<file path="src/rtl/router_pkg.sv">
// Shared definitions for the router egress scheduler: state encoding,
// channel count and header field layout.
package router_pkg;

  typedef enum logic [1:0] {
    IDLE  = 2'd0,
    XFER  = 2'd1,
    ABORT = 2'd2
  } state_t;

  localparam int NUM_CH  = 3;
  localparam int LEN_MSB = 7;
  localparam int LEN_LSB = 2;
  localparam int ADDR_W  = 2;

  // Channel index successor, modulo NUM_CH.
  function automatic logic [1:0] rr_next(input logic [1:0] p);
    return (p == 2'd2) ? 2'd0 : p + 2'd1;
  endfunction

endpackage

</file>
<file path="src/rtl/router_rr_arbiter.sv">
// Three-way combinational round-robin: the channel after rr_ptr has the
// highest priority, rr_ptr itself the lowest.
module router_rr_arbiter
  import router_pkg::*;
(
  input  logic [NUM_CH-1:0] req,
  input  logic [1:0]        rr_ptr,
  output logic [NUM_CH-1:0] gnt_onehot,
  output logic [1:0]        gnt_idx,
  output logic              gnt_any
);

  logic [1:0] cand [NUM_CH];

  always_comb begin
    cand[0] = rr_next(rr_ptr);
    cand[1] = rr_next(cand[0]);
    cand[2] = rr_ptr;
    gnt_idx = 2'd0;
    gnt_any = 1'b0;
    // Walk from lowest to highest priority so the best candidate wins last.
    for (int i = NUM_CH - 1; i >= 0; i--) begin
      if (req[cand[i]]) begin
        gnt_idx = cand[i];
        gnt_any = 1'b1;
      end
    end
    gnt_onehot = gnt_any ? (NUM_CH'(1) << gnt_idx) : '0;
  end

endmodule

</file>
<file path="src/rtl/router_out_sched.sv">
// Egress scheduler: merges three show-ahead router FIFOs onto one 8-bit bus,
// granting whole packets round-robin, with a watchdog for stalled packets.
module router_out_sched
  import router_pkg::*;
#(
  parameter int TIMEOUT = 30,
  parameter int TO_W    = 5
) (
  input  logic                clock,
  input  logic                reset,
  input  logic [NUM_CH-1:0]   fifo_empty,
  input  logic [8*NUM_CH-1:0] fifo_data,
  output logic [NUM_CH-1:0]   read_enb,
  output logic [NUM_CH-1:0]   soft_reset,
  output logic                out_valid,
  output logic [7:0]          out_data,
  input  logic                out_ready,
  output logic [NUM_CH-1:0]   grant,
  output logic                busy,
  output logic                pkt_done,
  output logic                pkt_abort
);

  // Handshake: a word transfers on a rising edge where out_valid and
  // out_ready are both high; the owning FIFO is popped on that same edge.

  state_t            state;
  logic [1:0]        sel;
  logic [1:0]        rr_ptr;
  logic              hdr_pending;
  logic [6:0]        remaining;
  logic [TO_W-1:0]   wd;
  logic [NUM_CH-1:0] grant_q;
  logic [NUM_CH-1:0] soft_reset_q;
  logic              pkt_done_q;
  logic              pkt_abort_q;

  logic [NUM_CH-1:0] arb_onehot;
  logic [1:0]        arb_idx;
  logic              arb_any;
  logic [NUM_CH-1:0] sel_onehot;
  logic              sel_empty;
  logic [7:0]        sel_data;
  logic              accept;

  router_rr_arbiter u_arb (
    .req        (~fifo_empty),
    .rr_ptr     (rr_ptr),
    .gnt_onehot (arb_onehot),
    .gnt_idx    (arb_idx),
    .gnt_any    (arb_any)
  );

  always_comb begin
    sel_empty = 1'b1;
    sel_data  = 8'h00;
    case (sel)
      2'd0: begin sel_empty = fifo_empty[0]; sel_data = fifo_data[7:0];   end
      2'd1: begin sel_empty = fifo_empty[1]; sel_data = fifo_data[15:8];  end
      2'd2: begin sel_empty = fifo_empty[2]; sel_data = fifo_data[23:16]; end
      default: begin sel_empty = 1'b1; sel_data = 8'h00; end
    endcase
  end

  assign sel_onehot = NUM_CH'(1) << sel;

  // Egress path is a straight pass-through of the granted FIFO head.
  assign out_valid  = !reset && (state == XFER) && !sel_empty;
  assign out_data   = out_valid ? sel_data : 8'h00;
  assign accept     = out_valid && out_ready;
  assign read_enb   = accept ? sel_onehot : '0;

  assign grant      = reset ? '0 : grant_q;
  assign soft_reset = reset ? '0 : soft_reset_q;
  assign pkt_done   = !reset && pkt_done_q;
  assign pkt_abort  = !reset && pkt_abort_q;
  assign busy       = !reset && (state != IDLE);

  always_ff @(posedge clock) begin
    if (reset) begin
      state        <= IDLE;
      sel          <= 2'd0;
      rr_ptr       <= 2'd2;
      hdr_pending  <= 1'b0;
      remaining    <= 7'd0;
      wd           <= '0;
      grant_q      <= '0;
      soft_reset_q <= '0;
      pkt_done_q   <= 1'b0;
      pkt_abort_q  <= 1'b0;
    end else begin
      soft_reset_q <= '0;
      pkt_done_q   <= 1'b0;
      pkt_abort_q  <= 1'b0;
      case (state)
        IDLE: begin
          if (arb_any) begin
            sel         <= arb_idx;
            grant_q     <= arb_onehot;
            hdr_pending <= 1'b1;
            wd          <= '0;
            state       <= XFER;
          end
        end
        XFER: begin
          if (accept) begin
            wd <= '0;
            if (hdr_pending) begin
              remaining   <= {1'b0, sel_data[LEN_MSB:LEN_LSB]} + 7'd1;
              hdr_pending <= 1'b0;
            end else if (remaining == 7'd1) begin
              pkt_done_q <= 1'b1;
              rr_ptr     <= sel;
              grant_q    <= '0;
              state      <= IDLE;
            end else begin
              remaining <= remaining - 7'd1;
            end
          end else if (sel_empty) begin
            // Only starvation counts; back-pressure with data present does not.
            if (wd == TO_W'(TIMEOUT - 1)) begin
              soft_reset_q <= sel_onehot;
              pkt_abort_q  <= 1'b1;
              rr_ptr       <= sel;
              grant_q      <= '0;
              state        <= ABORT;
            end else begin
              wd <= wd + 1'b1;
            end
          end
        end
        ABORT: state <= IDLE;
        default: state <= IDLE;
      endcase
    end
  end

endmodule
</file>
<file path="config.mk">
export PLATFORM = sky130hd
export DESIGN_NAME = router_out_sched
export DESIGN_NICKNAME = d
export VERILOG_FILES = /design/src/rtl/router_pkg.sv /design/src/rtl/router_rr_arbiter.sv /design/src/rtl/router_out_sched.sv
export SDC_FILE = /design/constraint.sdc
export NUM_CORES = 1
export LEC_CHECK = 0
export ABC_AREA = 1
export BUFFER_PORTS_ARGS = -buffer_cell sky130_fd_sc_hd__buf_2
export CAP_MARGIN = 20
export CORE_ASPECT_RATIO = 1.5
export CORE_UTILIZATION = 50
export DETAILED_ROUTE_END_ITERATION = 6
export HOLD_SLACK_MARGIN = 0.06
export PLACE_DENSITY = 0.76
export SYNTH_ARGS = -nofsm -noshare
export SYNTH_HDL_FRONTEND = slang
export SYNTH_SLANG_ARGS = --single-unit
</file>
<file path="constraint.sdc">
create_clock -name clock -period 3.9 [get_ports clock]
set_clock_uncertainty 0.1 [all_clocks]
set_input_delay 0.78 -clock clock [delete_from_list [all_inputs] [get_ports clock]]
set_output_delay 0.78 -clock clock [all_outputs]
set_load 0.02 [all_outputs]
</file>
# Yosys cells after proc, flatten, opt, wreduce, memory -nomap -nowiden

Cells that the tools add are included.

Register bits after elaboration: 27
Word-level logic and storage cells: 117

$add $sub $neg: 5
$lt $le $gt $ge: 3
Equal/unequal tests: 17
Shift operators: 2
Multiplexer cells: 51
Bitwise gates (word level): 5
Reductions and logical operators: 24

Operator list:

| operator                                                   | number |
|---|---|
| 2-to-1 mux 2 bit                                           | 16 |
| 2-to-1 mux 3 bit                                           | 9 |
| case mux 8 bit (3 select lines)                            | 1 |
| 2-to-1 mux 5 bit                                           | 4 |
| 2-to-1 mux 7 bit                                           | 2 |
| 2-to-1 mux 1 bit                                           | 10 |
| case mux 5 bit (2 select lines)                            | 1 |
| AND reduction 5 bit                                        | 2 |
| less-than comparator 2 x 3 -> 1 bit, second input constant | 3 |
| inequality test 3 bit, second input constant               | 3 |
| 2-to-1 mux 8 bit                                           | 1 |
| inequality test 2 bit, second input constant               | 4 |
| nonzero test 2 bit                                         | 4 |
| OR reduction 4 bit                                         | 2 |
| adder 6 x 1 -> 7 bit, second input constant                | 1 |
| equality test 7 x 1 -> 1 bit, second input constant        | 1 |
| subtractor 7 x 1 -> 7 bit, second input constant           | 1 |
| binary-select mux 1 bit (select 2 bit)                     | 3 |
| equality test 2 bit, second input constant                 | 3 |
| logical AND 1 bit                                          | 6 |
| inequality test 3 x 2 -> 1 bit, second input constant      | 2 |
| case mux 3 bit (2 select lines)                            | 1 |
| AND reduction 3 bit                                        | 2 |
| AND reduction 6 bit                                        | 1 |
| 16 further kinds                                           | 24 |

# Depth between registers and ports, before layout

Depth after elaboration: 11
Depth in mapped cells: 12

# Cells and area by module

A second synthesis with hierarchy kept.

Cells, all modules: 328
Area total of the unflattened synthesis: 2082.0 µm²

By module, submodules not included:

| module            | times used | cells an instance | area each (µm²) | seq. area each (µm²) |
|---|---|---|---|---|
| router_out_sched  | 1          | 297               | 1936.9          | 540.5 |
| router_rr_arbiter | 1          | 31                | 145.1           | 0.0 |

# Worst setup path before layout

Ideal clock, no wire load.

Kind: input-to-output
Start: input fifo_empty[2]
End: output out_data[0]
Data arrival time: 1.607 ns
Required time: 3.020 ns
Path slack: 1.413 ns
Stages on the path: 5
Cell sequence: nor2_1 nor2_1 nor2_4 nand2_1 a31oi_1

Cells in the longest elaborated chain, start to end: 4

RTL lines:

| what                            | RTL line               | source |
|---|---|---|
| start, declared                 | router_out_sched.sv:11 | `input logic [NUM_CH-1:0] fifo_empty,` |
| case mux 1 bit (3 select lines) | router_out_sched.sv:57 | `case (sel)` |
| logical NOT 1 bit               | router_out_sched.sv:68 | `assign out_valid = !reset && (state == XFER) && !sel_empty;` |
| logical AND 1 bit               | router_out_sched.sv:68 |  |
| 2-to-1 mux 8 bit                | router_out_sched.sv:69 | `assign out_data = out_valid ? sel_data : 8'h00;` |
| end, declared                   | router_out_sched.sv:16 | `output logic [7:0] out_data,` |

Every way passes these cells.

# Worst setup path in the final report

Start: register sel[0]
End: output out_data[0]

Cells in the longest elaborated chain, start to end: 5
Elaborated cells on any way between the ends: 8
Classes of those cells: eq/ne: 2; mux: 3; reduce/logical: 3

RTL lines:

| what                                              | RTL line               | source |
|---|---|---|
| start, declared                                   | router_out_sched.sv:28 | `logic [1:0] sel;` |
| start signal, assigned                            | router_out_sched.sv:98 | `sel <= arb_idx;` |
| equality test 2 bit, or another cell as far along | router_out_sched.sv:57 |  |
| case mux 1 bit (3 select lines)                   | router_out_sched.sv:57 |  |
| logical NOT 1 bit                                 | router_out_sched.sv:68 |  |
| logical AND 1 bit                                 | router_out_sched.sv:68 |  |
| 2-to-1 mux 8 bit (*)                              | router_out_sched.sv:69 |  |

Every way passes the cells marked *; elsewhere a longest branch is shown, timed or not.

==> results.ini <==
[die]
die_area_um2=4160
core_area_um2=3720
pin_count=51
die_w_um=53
initial_utilization_pct=52.5
core.rowCount=27
die_y_um=78.5

[clock_tree]
cts_resized=0
hold_buffers=0
cts_tree=built
cts_setup_buffers=0
worstSkewPairLatency_ns=0.28
cts_made_buffers=3
clock_sinks=27
clk_path_buf_depth=2
root_buffer=clkbuf_8
cts_max_level=1
path_clk_slew_ns=0.09

[setup_path]
crit_path_start_kind=flop
crit_fanout=10
worstSetupPathType=flop to output port
crit_chain=nor2_4, nand2_2, nand2_2, nor2_4, nand2_1, a31oi_1, buf_2
critPathArrivalTime_ns=2.00
critPathSlowestCell=dfxtp_1
r2r_cells=10
end_kind=output port
rr_startpoint=sel[0]
ff2ff_setup_slack_ns=1.72
r2r-end=remaining[4]
cp_slowest_stage_delay_ns=0.65
worst_ep_required_time_ns=3.02

[power]
leakagePower_nw=1.12
p_per_area_nw_per_um2=291
peakVddDrop_v=0.000246

[timing]
fin_crit_sh_pct=73.7
finalSetupViolations=0
finalHoldViolations=0
tightestPinTransition_ns=0.509
tns_ns=0
maxSlewViolCount=0
maxClockFrequency_mhz=348
fin_crit_ns=2.88
maxSlewHeadroom_pct=66.0
rsz0062_at_grt=false

[drt]
routed_wl_um=4600
via_per_inst=5.22
drc=0
num_vias=2076
drt_iter0_markers=60
antenna_left=0
drtPass1Iterations=4
wl_per_cell_um=11.6

[finish]
final_common_cell=nand2_1
mostFrequentLayoutCells=nand2_1, buf_2, inv_1
fin_util_pct=61.0
area_delta_synth_final_pct=16.2
nets=391
drive_gt1_share_pct=23.1
fin_cells=398
diodes=0

[job]
maxCapViolCount=0

[worst_hold_path]
hold_class=flop to flop
hold-path-endpoint=wd[4]
min_from=wd[4]
whs_path_depth=2

[synthesis]
ys_types=34
yosysWarnings=0
ys_seq_area_share_pct=27.7
syn_area_um2=1950
syn_avg_cell_area_um2=6.37
postSynthCellCount=306
ys_ff_latch=27
synth_nets=341

[placement]
dp.cells=394
portBuffers=50
place.gp.congestion=0.864
hpwl_um=3660

[global_routing]
grt_pass1_wl_um=7670
grt-ovfl-total=0
track_usage_pct=24.4
grt_antenna_before_repair=0
grt_start_max_net_pins=23
grt_pass1_vias=1851

[run_status]
status=finished clean

## worst max-delay path: cells and delay by family (launching register included)
kind | cells | cell delay, ns
buf+inv | 1 | 0.19
flops | 1 | 0.65
simple gates | 5 | 0.67
compound gates | 1 | 0.21
## per-stage QoR
stage	setup slack (ns)	instance area [µm²]	total power [mW]	hold slack, ns
global placement	1.17	2220	0.500	0.359
detailed placement	1.15	2220	0.503	0.363
finish	1.02	2270	0.658	0.376
floorplan	1.41	1950	0.450	0.348
CTS	1.03	2270	0.662	0.379
global route	0.851	2270	0.701	0.415
## state kept, by name (all words and copies together), names as in the netlist
signal / cells
remaining: 7
wd: 5
grant_q: 3
soft_reset_q: 3
rr_ptr: 2
sel: 2
state: 2
hdr_pending: 1
pkt_abort_q: 1
pkt_done_q: 1
## worst max-delay path by stage
stage	startpoint	end	slack, ns	cells after the start
after floorplan	fifo_empty[2]	out_data[0]	1.41	5
after global placement	reset	out_data[4]	1.17	5
after detailed placement	reset	out_data[0]	1.15	5
after CTS	sel[0]	out_data[0]	1.03	7
after global routing	sel[0]	out_data[5]	0.85	7
final	sel[0]	out_data[0]	1.02	7
## metal layers
metal / vias to the layer above / global-route usage (%) / wire [µm]
li1: 1081 / - / -
met1: 921 / 25.3 / 1950
met2: 63 / 46.1 / 2340
met3: 11 / 2.52 / 168
met4: 0 / 11.6 / 140
met5: - / 0 / 0
## cell families after synthesis
| logic type | Yosys count | share of synthesized area (%) |
|---|---|---|
| flops | 27 | 27.7 |
| fa+ha+maj | 5 | 3.21 |
| xor+xnor | 6 | 2.69 |
| compound gates | 47 | 14.2 |
| simple gates | 165 | 40.5 |
| buf+inv | 56 | 11.7 |
## final cells by class
class / count / area, µm²
clock buffers: 3 / 41.3
clock inverters: 1 / 5.00
inverters: 51 / 194
multi-input cells: 223 / 1180
repair buffers: 50 / 250
fillers: 393 / 1450
flip-flops and latches: 27 / 541
well taps: 43 / 53.8
## Yosys cell counts
library cell,number,area share [%]
inv_2,2,0.39
nand4_2,1,0.64
xnor2_1,1,0.45
or2_2,1,0.32
o21ai_0,15,3.8
ha_1,5,3.2
nor2_4,4,2.3
o2111ai_1,1,0.45
xor2_1,5,2.2
clkinv_1,2,0.39
o21ai_1,2,0.51
a21oi_1,13,3.3
o211ai_1,5,1.9
nor3_1,2,0.51
nand3_2,6,3.1
nand4_1,2,0.64
a211oi_1,1,0.39
a31oi_1,6,1.9
dfxtp_1,27,28
buf_1,1,0.19
inv_1,46,8.9
a21oi_2,4,1.8
nor2_8,1,1.0
nor2_1,40,7.7
nand3_1,23,5.9
nand2_1,75,14
nand3b_1,2,0.77
nand2_2,4,1.3
nand3_4,1,0.90
clkbuf_2,1,0.26
buf_6,2,1.2
clkbuf_1,1,0.19
inv_4,1,0.32
nor2_2,3,0.96
## where the power goes
group          switching (mW)  internal (mW)  total (mW)
clock network          0.0899         0.0718       0.162
logic                   0.128         0.0683       0.197
registers              0.0127          0.287       0.300
total                   0.231          0.427       0.658
Note: power is estimated with default switching activity, not from simulation.
